File: src/rtl/tile_match_engine.sv
// Tile-matching game core: N_TILES tiles, colours latched on game entry,
// pairs evaluated one cycle after the second pick, timed reveal on a miss.
// select is a one-cycle pulse sampled on CLOCK_50; it is acted on only in
// IDLE/ONE_TILE (pick, when a legal candidate exists) and HOLD (dismiss).
module tile_match_engine #(
    parameter int N_TILES     = 10,
    parameter int COLOR_W     = 4,
    parameter int SCORE_W     = 8,
    parameter int HOLD_CYCLES = 100000000
) (
    input  logic                         CLOCK_50,
    input  logic                         reset,
    input  logic                         start,
    input  logic                         quit,
    input  logic                         select,
    input  logic [N_TILES-1:0]           sw,
    input  logic [N_TILES*COLOR_W-1:0]   tile_colors,
    output logic [N_TILES-1:0]           led_on,
    output logic [COLOR_W-1:0]           pick1_color,
    output logic                         pick1_valid,
    output logic [COLOR_W-1:0]           pick2_color,
    output logic                         pick2_valid,
    output logic [SCORE_W-1:0]           attempts,
    output logic [$clog2(N_TILES/2+1)-1:0] pairs_left,
    output logic                         match_pulse,
    output logic                         miss_pulse,
    output logic                         game_over,
    output logic [2:0]                   state
);

    localparam int PL_W   = $clog2(N_TILES/2+1);
    localparam int IDX_W  = $clog2(N_TILES);
    localparam int HOLD_W = (HOLD_CYCLES > 1) ? $clog2(HOLD_CYCLES) : 1;

    localparam logic [PL_W-1:0]    PAIRS_INIT = PL_W'(N_TILES/2);
    localparam logic [PL_W-1:0]    PL_ONE     = PL_W'(1);
    localparam logic [HOLD_W-1:0]  HOLD_INIT  = HOLD_W'(HOLD_CYCLES-1);
    localparam logic [HOLD_W-1:0]  HOLD_ONE   = HOLD_W'(1);
    localparam logic [N_TILES-1:0] LSB_ONE    = N_TILES'(1);
    localparam logic [SCORE_W-1:0] SCORE_ONE  = SCORE_W'(1);

    typedef enum logic [2:0] {
        IDLE        = 3'd0,
        ONE_TILE    = 3'd1,
        HOLD        = 3'd2,
        TWO_TILE    = 3'd3,
        GAME_OVER   = 3'd4,
        NOT_IN_GAME = 3'd5
    } state_t;

    state_t                       state_q;
    logic [N_TILES*COLOR_W-1:0]   colors_q;
    logic [N_TILES-1:0]           matched;
    logic [N_TILES-1:0]           pick1_mask;
    logic [N_TILES-1:0]           pick2_mask;
    logic [HOLD_W-1:0]            hold_cnt;

    logic [N_TILES-1:0]           cand;
    logic [N_TILES-1:0]           chosen;
    logic [IDX_W-1:0]             chosen_idx;
    logic [COLOR_W-1:0]           chosen_color;

    assign state = state_q;

    // Candidate pick: switches minus matched tiles minus the first pick; lowest wins.
    always_comb begin
        cand       = sw & ~matched & ~pick1_mask;
        chosen     = cand & (~cand + LSB_ONE);
        chosen_idx = '0;
        for (int i = N_TILES - 1; i >= 0; i--) begin
            if (cand[i]) chosen_idx = IDX_W'(i);
        end
        chosen_color = colors_q[int'(chosen_idx)*COLOR_W +: COLOR_W];
    end

    // Game FSM with all outputs registered; reset and quit share the out-of-game values.
    always_ff @(posedge CLOCK_50) begin
        if (reset || quit) begin
            state_q     <= NOT_IN_GAME;
            matched     <= '0;
            pick1_mask  <= '0;
            pick2_mask  <= '0;
            pick1_color <= '0;
            pick2_color <= '0;
            pick1_valid <= 1'b0;
            pick2_valid <= 1'b0;
            attempts    <= '0;
            pairs_left  <= PAIRS_INIT;
            match_pulse <= 1'b0;
            miss_pulse  <= 1'b0;
            game_over   <= 1'b0;
            led_on      <= '0;
            hold_cnt    <= '0;
        end else begin
            match_pulse <= 1'b0;
            miss_pulse  <= 1'b0;
            case (state_q)
                NOT_IN_GAME: begin
                    if (start) begin
                        colors_q   <= tile_colors;
                        matched    <= '0;
                        attempts   <= '0;
                        pairs_left <= PAIRS_INIT;
                        led_on     <= '0;
                        game_over  <= 1'b0;
                        state_q    <= IDLE;
                    end
                end
                IDLE: begin
                    if (select && cand != '0) begin
                        pick1_mask  <= chosen;
                        pick1_color <= chosen_color;
                        pick1_valid <= 1'b1;
                        led_on      <= matched | chosen;
                        state_q     <= ONE_TILE;
                    end
                end
                ONE_TILE: begin
                    if (select && cand != '0) begin
                        pick2_mask  <= chosen;
                        pick2_color <= chosen_color;
                        pick2_valid <= 1'b1;
                        led_on      <= matched | pick1_mask | chosen;
                        state_q     <= TWO_TILE;
                    end
                end
                TWO_TILE: begin
                    if (attempts != '1) attempts <= attempts + SCORE_ONE;
                    if (pick1_color == pick2_color) begin
                        matched     <= matched | pick1_mask | pick2_mask;
                        pairs_left  <= pairs_left - PL_ONE;
                        match_pulse <= 1'b1;
                        pick1_mask  <= '0;
                        pick2_mask  <= '0;
                        pick1_color <= '0;
                        pick2_color <= '0;
                        pick1_valid <= 1'b0;
                        pick2_valid <= 1'b0;
                        if (pairs_left == PL_ONE) begin
                            game_over <= 1'b1;
                            led_on    <= '1;
                            state_q   <= GAME_OVER;
                        end else begin
                            led_on    <= matched | pick1_mask | pick2_mask;
                            state_q   <= IDLE;
                        end
                    end else begin
                        miss_pulse <= 1'b1;
                        hold_cnt   <= HOLD_INIT;
                        state_q    <= HOLD;
                    end
                end
                HOLD: begin
                    if (hold_cnt == '0 || select) begin
                        pick1_mask  <= '0;
                        pick2_mask  <= '0;
                        pick1_color <= '0;
                        pick2_color <= '0;
                        pick1_valid <= 1'b0;
                        pick2_valid <= 1'b0;
                        led_on      <= matched;
                        state_q     <= IDLE;
                    end else begin
                        hold_cnt <= hold_cnt - HOLD_ONE;
                    end
                end
                GAME_OVER: begin
                    if (start) begin
                        matched    <= '0;
                        attempts   <= '0;
                        pairs_left <= PAIRS_INIT;
                        game_over  <= 1'b0;
                        led_on     <= '0;
                        state_q    <= NOT_IN_GAME;
                    end
                end
                default: state_q <= NOT_IN_GAME;
            endcase
        end
    end

endmodule
File: config.mk
export PLATFORM = sky130hd
export DESIGN_NAME = tile_match_engine
export DESIGN_NICKNAME = d
export VERILOG_FILES = /design/src/rtl/tile_match_engine.sv
export SDC_FILE = /design/constraint.sdc
export NUM_CORES = 1
export LEC_CHECK = 0
export BUFFER_PORTS_ARGS = -buffer_cell sky130_fd_sc_hd__buf_2
export CAP_MARGIN = 20
export CORE_ASPECT_RATIO = 1.75
export CORE_MARGIN = 2
export CORE_UTILIZATION = 48
export CTS_CLUSTER_DIAMETER = 80
export DETAILED_ROUTE_END_ITERATION = 10
export HOLD_SLACK_MARGIN = 0.05
export PLACE_DENSITY = 0.69
export SYNTH_ARGS = -nofsm -noshare
export SYNTH_HDL_FRONTEND = slang
export SYNTH_SLANG_ARGS = --single-unit
File: constraint.sdc
create_clock -name CLOCK_50 -period 5.2 [get_ports CLOCK_50]
set_input_delay 0 -clock CLOCK_50 [delete_from_list [all_inputs] [get_ports CLOCK_50]]
set_output_delay 0 -clock CLOCK_50 [all_outputs]
set_load 0.02 [all_outputs]
; Word-level counts from Yosys, hierarchy flattened
; Index checks and enable logic that the tools add are counted.
[op_classes]
muxes = 56
n_bitwise = 12
eq_ne = 19
n_addsub = 4
n_shift = 1
n_reduce_logical = 22
[op_table]
columns = op, count
row1 = 10-bit two-way mux, 10
row2 = 10-bit case mux with 3 select lines, 2
row3 = 27-bit two-way mux, 2
row4 = 27-bit case mux with 2 select lines, 1
row5 = 4-bit two-way mux, 13
row6 = 10-bit case mux with 5 select lines, 1
row7 = 10-bit OR, 4
row8 = 40-bit by 7-bit variable part select with 4-bit output, 1
row9 = 10-bit bitwise AND, 3
row10 = 10-bit NOT, 3
row11 = 27-bit logical NOT, 1
row12 = "27-bit by 1-bit subtractor with 27-bit output, second input constant", 1
row13 = 3-bit two-way mux, 8
row14 = 4-bit case mux with 3 select lines, 2
row15 = "2-bit inequality test, second input constant", 10
row16 = 10-bit case mux with 2 select lines, 1
row17 = 3-bit case mux with 6 select lines, 1
row18 = 8-bit two-way mux, 2
row19 = 8-bit case mux with 2 select lines, 1
row20 = 3-bit AND reduction, 4
row21 = 4-bit AND reduction, 3
row22 = "10-bit by 1-bit adder with 10-bit output, second input constant", 1
row23 = 10-bit nonzero test, 1
row24 = "8-bit by 1-bit adder with 8-bit output, second input constant", 1
row25 = 21 further kinds, 37
[word_totals]
output_inout_bits = 37
in_bits = 55
word_cells = 130
ff_bits = 134

; Logic depth before layout (Yosys ltp)
; Gate-level depths: netlist of the first run.
[logic_depth]
depth_word = 16
ltp_mapped = 11
ltp_nobuf = 8

; Worst setup path before layout of the first run
; No wires, ideal clock.
[synth_path]
kind = reg-to-reg
from = register state_q[0], in the netlist state[0]
to = register colors_q[0] (enable)
required_time_ps = 4713
n_path_buf = 1
setup_time_ps = 487
path_slack_ps = 1031
arrival_ps = 3682
path_stages_with_launch = 4
period_less_slack_ps = 4169
cell_sequence = dfxtp_1 clkbuf_1 inv_1 nor3_1
[synth_between]
elab_chain_len = 2
[synth_lines]
columns = item, line
row1 = from (decl), 51  ; state_t state_q;
row2 = from (signal assigned), 79  ; state_q <= NOT_IN_GAME;
row3 = from (signal assigned), 106  ; state_q <= IDLE;
row4 = from (signal assigned), 115  ; state_q <= ONE_TILE;
row5 = 3-bit == test, 97  ; case (state_q)
row6 = 3-bit AND reduction (no source line), -
row7 = to (signal assigned), 100  ; colors_q <= tile_colors;
row8 = to (decl), 52  ; logic [N_TILES*COLOR_W-1:0] colors_q;
; Every way passes these cells.
; A chain may end at the register's enable or synchronous reset.

; Final worst setup path of the first run
[layout_path]
from = register state_q[1], in the netlist state[1]
to = register attempts[7]
[layout_between]
elab_chain_len = 4
word_cells_on_any_way = 9
cone_classes = eq/ne: 5 / mux: 1 / reduce/logical: 3
[layout_lines]
columns = item, line
row1 = 3-bit == test, 97
row2 = 2-bit OR reduction (no source line), -
row3 = 2-bit by 1-bit inequality test with 1-bit output (no source line) / 2-bit nonzero test (equally long branches), -
row4 = 3-bit AND reduction (no source line), -
row5 = to (signal assigned), 128  ; if (attempts != '1) attempts <= attempts + SCORE_ONE;
row6 = to (decl), 23  ; output logic [SCORE_W-1:0] attempts,
; Parallel ways exist; a longest one is shown, timed or not.

==> impl_metrics.json, run 1 <==
{
  "status": "finished, final reports clean",
  "cp.depth": 7,
  "antennaDiodeCount": 0,
  "min_period_ns": 3.423,
  "worst_setup_path_end_kind": "register",
  "vias": 5612,
  "start_kind": "register",
  "synth_compound_area_share_pct": 19.08,
  "dieArea_mm2": 0.01379,
  "drive_gt1_share_pct": 18.78,
  "cpMaxStageDelayCell": "nor2b_1",
  "holdCritPathClass": "input port to register",
  "grt_pass1_vias": 5686,
  "track_usage_pct": 26.03,
  "syn-num-nets": 725,
  "finalCritPeriodShare_pct": 65.82,
  "synth_edf_count": 40,
  "final_cell_area_mm2": 0.007762,
  "finClkSkew_ns": 0.01368,
  "clk_pin_slew_ns": 0.05,
  "drv_slew": 0,
  "max_cap_viol_count": 0,
  "synth_xor_area_share_pct": 3.413,
  "vias_per_cell": 5.774,
  "path_cells": "nor2b_1 -> nand2_1 -> a31oi_1 -> or2_2 -> nand4_1 -> or3_1 -> a21oi_1",
  "rows": 54,
  "final.setup.worst_slack_ns": 1.778,
  "cts.htree.levels": 4,
  "grt_pass1_wl_um": 27610,
  "start_util_pct": 49.27,
  "place_inst": 896,
  "overflow": 0,
  "grt_max_degree": 53,
  "r2r_cells": 7,
  "cts_sinks": 134,
  "synthToLayoutAreaGrowth_pct": 26.05,
  "cts_buffers": 17,
  "yosysWarnings": 0,
  "drt_iter0_markers": 436,
  "ys.flop_type": "dfxtp_1",
  "synth-simple-area-share_pct": 20.91,
  "cts_tree": "yes",
  "io_pins": 92,
  "synth_fa_ha_area_share_pct": 0.8127,
  "drt-pass1-iter-count": 5,
  "ys_types": 55,
  "dpl.hpwl_um": 11720,
  "fp.coreArea_mm2": 0.01250,
  "finalSetupViolations": 0,
  "leakage_nw": 2.903,
  "place_ws_ns": 1.857,
  "synth.ff_latch_count": 134,
  "cts_resized": 0,
  "async_flop_share_pct": 0,
  "cp.arrival_ns": 3.75,
  "synthMuxAreaShare_pct": 2.194,
  "nets": 850,
  "powerDensity_mw_per_mm2": 321.6,
  "drtAntennaViolNets": 0,
  "ys_seq_area_share_pct": 50.06,
  "postPlaceCellArea_mm2": 0.006724,
  "die_w_um": 89.63,
  "synth_top_family_by_area": "simple AND/OR/NAND/NOR gates",
  "clkLatencyLatePin_ns": 0.42,
  "fillers": 1041,
  "syn_area_mm2": 0.006158,
  "synthCells": 666,
  "tns_ns": 0,
  "routedWlPerCell_um": 17.77,
  "antenna_found_initial": 0,
  "critPathMaxStageDelay_ns": 0.75,
  "path_delay_family": "simple AND/OR/NAND/NOR gates",
  "post-route-drc-count": 0,
  "path_buf_inv": 0,
  "die_y_um": 153.8,
  "vdd_drop_max_mv": 0.2445,
  "max_freq_mhz": 292.2,
  "port_buffers": 91,
  "rsz0062_at_grt": "no",
  "critical_path_required_ns": 5.53,
  "worst-setup-path-type": "register to register",
  "slew_headroom_pct": 35.70,
  "clockRootBuffer": "clkbuf_16",
  "worst_pin_slew_ns": 0.9644,
  "fin_cells": 972,
  "syn_area_per_cell_um2": 9.247,
  "power_mw": 2.496,
  "holdPathStages": 4,
  "gp_congestion": 0.9528,
  "final_cell_mix": "dfxtp_1, buf_2, nor2_1",
  "hold_viol": 0,
  "path_max_fanout": 21,
  "drt_wl_total_um": 17280,
  "cts_buffer_depth": 2,
  "final_common_cell": "dfxtp_1"
}
[flip-flops by register name, indices dropped and copies added, names as in the netlist, 8 cells and up]
name	flops
colors_q	40
pick1_mask	10
attempts	8
led_on	10
hold_cnt	27
matched	10
pick2_mask	10
[what timing repair did]
| item | 4_1_cts | 5_1_grt |
|---|---|---|
| endpoints found under the hold margin | 45 | 0 |
| hold buffers | 44 | 0 |
| setup buffers | 0 | 0 |
[worst reg2reg max path, delay by kind of cell, from the launching register on]
| family | cells | cell delay [ns] |
|---|---|---|
| compound gates | 2 | 0.69 |
| flops | 1 | 0.74 |
| simple gates | 5 | 1.90 |
[final timing paths]
path / start / end / slack (ns)
worst max-delay path: state[1]$_SDFFE_PP0P_ / attempts[7]$_SDFFE_PP0P_ / 1.78
worst min-delay path: sw[0] / pick1_mask[0]$_SDFFE_PP0P_ / 0.08
worst max register to register: state[1]$_SDFFE_PP0P_ / attempts[7]$_SDFFE_PP0P_ / 1.78
worst min register to register: game_over$_SDFFE_PP0P_ / game_over$_SDFFE_PP0P_ / 0.45
[through the flow]
| stage | utilization (%) | hold WS, ns |
|---|---|---|
| floorplan | - | 0.09887 |
| global placement | 53.73 | 0.1763 |
| detailed placement | 53.79 | 0.1781 |
| CTS | 62.10 | 0.08076 |
| global route | 62.10 | 0.1054 |
| finish | 62.10 | 0.08319 |
[metal layers]
metal  global-route usage, %  vias to the layer above  wire length, µm
met1                   28.29                     2679             6320
met3                   5.207                       39              858
met5                       0                        -                0
met4                   11.37                        0              590
li1                        -                     2704                -
met2                   46.85                      190             9508
[synth_stat cells, types with 6 or more instances]
| master | count | share of area (%) |
|---|---|---|
| xor2_1 | 20 | 2.8 |
| a211oi_1 | 10 | 1.2 |
| or4_1 | 6 | 0.73 |
| nand2_1 | 41 | 2.5 |
| buf_2 | 9 | 0.73 |
| and2_1 | 6 | 0.61 |
| or3_1 | 11 | 1.1 |
| a31oi_1 | 11 | 1.1 |
| nand3_1 | 27 | 2.2 |
| o21a_1 | 6 | 0.73 |
| nor4_1 | 7 | 0.71 |
| nor3_1 | 18 | 1.5 |
| a22oi_1 | 15 | 1.8 |
| dfxtp_1 | 94 | 31 |
| clkbuf_1 | 25 | 1.5 |
| o31ai_1 | 7 | 0.85 |
| a21oi_1 | 62 | 5.0 |
| nand4_1 | 19 | 1.9 |
| edfxtp_1 | 40 | 20 |
| inv_1 | 14 | 0.85 |
| nor2_1 | 77 | 4.7 |
| or3b_2 | 9 | 1.3 |
| a211o_1 | 7 | 1.0 |
| o21ai_0 | 50 | 4.1 |
| mux2i_1 | 9 | 1.5 |
| nor3b_1 | 6 | 0.73 |
[report_power, final]
group	total, mW	internal [mW]	switching (mW)
logic	0.161	0.0691	0.0918
clock network	1.23	0.796	0.438
registers	1.10	1.09	0.00942
[cell type report]
cell class / instances / area, µm² / area share (%)
flip-flops and latches: 134 / 3083 / 39.72
multi-input cells: 481 / 2863 / 36.88
repair buffers: 143 / 955.9 / 12.31
clock buffers: 21 / 440.4 / 5.674
well taps: 168 / 210.2 / 2.708
clock inverters: 11 / 157.7 / 2.031
inverters: 14 / 52.55 / 0.6770
[kinds of logic after synthesis]
kind of cell             after synthesis
buffers and inverters                 51
AND/OR/NAND/NOR                      249
multiplexers                          13
XOR/XNOR                              24
adder cells (fa/ha/maj)                4
flip-flops                           134
AO/OA/AOI/OAI                        191
Note: power is estimated with default switching activity, not from simulation.
==> run 2: changes to the inputs <==
--- a/config.mk
+++ b/config.mk
@@ -13,7 +13,7 @@
 export CTS_CLUSTER_DIAMETER = 80
 export DETAILED_ROUTE_END_ITERATION = 10
 export HOLD_SLACK_MARGIN = 0.05
-export PLACE_DENSITY = 0.69
+export PLACE_DENSITY = 0.72
 export SYNTH_ARGS = -nofsm -noshare
 export SYNTH_HDL_FRONTEND = slang
 export SYNTH_SLANG_ARGS = --single-unit
==> constraint.sdc (replaced) <==
create_clock -name CLOCK_50 -period 2.75 [get_ports CLOCK_50]
set_input_delay 0 -clock CLOCK_50 [delete_from_list [all_inputs] [get_ports CLOCK_50]]
set_output_delay 0 -clock CLOCK_50 [all_outputs]
set_load 0.02 [all_outputs]
==> run 2 against run 1 <==
  * Non-clock buffer count is 28 higher
  * Hold slack improved by 0.076 ns
  * Maximum frequency up 31%
  * First-iteration DRC count shrank 2.1%
  * Critical path type unchanged
  * Critical endpoint is now led_on[0]$_SDFFE_PP0P_
  * Largest cell class unchanged
  * Largest power group unchanged
==> impl_metrics.json, run 2 (synthesis gave the netlist of run 1 again) <==
{
  "die_y_um": 153.8,
  "largest_register_ff_count": 40,
  "dpl.hpwl_um": 11960,
  "critical_path_required_ns": 3.03,
  "final_cell_mix": "dfxtp_1, buf_2, nor2_1",
  "drtAntennaViolNets": 0,
  "place_ws_ns": 0.1109,
  "max_cap_viol_count": 0,
  "routedWlPerCell_um": 17.36,
  "place_inst": 923,
  "cpMaxStageDelayCell": "or4_4",
  "grt_pass1_wl_um": 27750,
  "io_pins": 92,
  "start_kind": "register",
  "top_register": "colors_q",
  "drv_slew": 0,
  "worst-setup-path-type": "register to register",
  "leakage_nw": 3.013,
  "holdCritPathClass": "input port to register",
  "critPathMaxStageDelay_ns": 0.59,
  "worst_pin_slew_ns": 0.9920,
  "drt_wl_total_um": 17360,
  "antenna_found_initial": 0,
  "max_freq_mhz": 382.7,
  "path_cells": "or4_4 -> nor4b_4 -> and4_4 -> o21ai_4 -> buf_4 -> a21oi_1 -> buf_4 -> mux2i_1 -> nor2_1",
  "drt-pass1-iter-count": 5,
  "clkLatencyLatePin_ns": 0.41,
  "rsz0062_at_grt": "no",
  "post-route-drc-count": 0,
  "final_common_cell": "dfxtp_1",
  "final_cell_area_mm2": 0.007933,
  "top_regs": "colors_q: 40 flops, hold_cnt: 27 flops",
  "worst_path_most_repeated_cell": "buf_4",
  "finalSetupViolations": 0,
  "finalCritPeriodShare_pct": 95.01,
  "powerDensity_mw_per_mm2": 566.9,
  "worst_setup_path_end_kind": "register",
  "vdd_drop_max_mv": 0.4023,
  "antennaDiodeCount": 0,
  "slew_headroom_pct": 33.36,
  "path_max_fanout": 10,
  "die_w_um": 89.63,
  "vias": 5836,
  "finClkSkew_ns": 0.01070,
  "track_usage_pct": 26.02,
  "fp.coreArea_mm2": 0.01250,
  "cp.arrival_ns": 2.90,
  "cts_sinks": 134,
  "cts_buffer_depth": 2,
  "fin_cells": 1000,
  "status": "finished, final reports clean",
  "vias_per_cell": 5.836,
  "cts_tree": "yes",
  "final.setup.worst_slack_ns": 0.1372,
  "min_period_ns": 2.613,
  "postPlaceCellArea_mm2": 0.006933,
  "grt_max_degree": 41,
  "start_util_pct": 49.27,
  "nets": 878,
  "dieArea_mm2": 0.01379,
  "synthToLayoutAreaGrowth_pct": 28.81,
  "tns_ns": 0,
  "overflow": 0,
  "grt_pass1_vias": 5814,
  "port_buffers": 91,
  "hold_viol": 0,
  "clockRootBuffer": "clkbuf_16",
  "gp_congestion": 0.9270,
  "cts.htree.levels": 4,
  "clk_pin_slew_ns": 0.06,
  "cts_buffers": 17,
  "drt_iter0_markers": 427,
  "drive_gt1_share_pct": 21.51,
  "rows": 54
}
## run 2: metal layers
layer	share of wire [%]	up-vias	wire length [µm]	global-route usage (%)
met5	0	-	0	0
met4	5.1	0	879	14.50
met3	5.0	52	876	5.797
met2	54	241	9376	46.04
met1	36	2782	6230	27.17
li1	-	2761	-	-
## run 2: path summary, 6_finish.rpt
| kind | to | slack [ns] | from | depth (start not counted) |
|---|---|---|---|---|
| setup reg to reg | led_on[0]$_SDFFE_PP0P_ | 0.14 | hold_cnt[4]$_SDFFE_PP0P_ | 9 |
| hold reg to reg | game_over$_SDFFE_PP0P_ | 0.44 | game_over$_SDFFE_PP0P_ | 2 |
| hold / removal | pick1_mask[0]$_SDFFE_PP0P_ | 0.16 | sw[0] | 5 |
| setup / recovery | led_on[0]$_SDFFE_PP0P_ | 0.14 | hold_cnt[4]$_SDFFE_PP0P_ | 9 |
## run 2: report_power, final
part	internal, mW	switching, mW	leakage, nW
registers	2.06	0.0107	1.12
logic	0.146	0.186	1.62
clock network	1.28	0.806	0.271
## run 2: critical path: cells and delay by family (launching register included)
family          cells  cell delay [ns]
mux                 1             0.19
flops               1             0.36
simple gates        4             1.22
compound gates      2             0.31
buf+inv             2             0.40
## run 2: area by class of cell
cell class / count / area, µm²
multi-input cells: 481 / 2869
clock buffers: 23 / 467.9
fillers: 1028 / 4567
clock inverters: 9 / 80.08
flip-flops and latches: 134 / 3083
well taps: 168 / 210.2
inverters: 14 / 52.55
repair buffers: 171 / 1170
## run 2: metrics by stage
step / power (mW) / utilization [%] / hold WS [ns]
finish: 4.497 / 63.46 / 0.1593
global route: 4.651 / 63.46 / 0.1720
CTS: 4.509 / 63.37 / 0.1326
detailed placement: 2.392 / 55.47 / 0.1781
global placement: 2.385 / 55.47 / 0.1763
floorplan: 2.275 / - / 0.09887
## run 2: what timing repair did
action / in CTS / in global routing
buffers inserted: 0 / 1
hold buffers: 44 / 0
gates resized for setup: 0 / 2
endpoints found under the hold margin: 51 / 0
setup endpoints to repair: 0 / 31
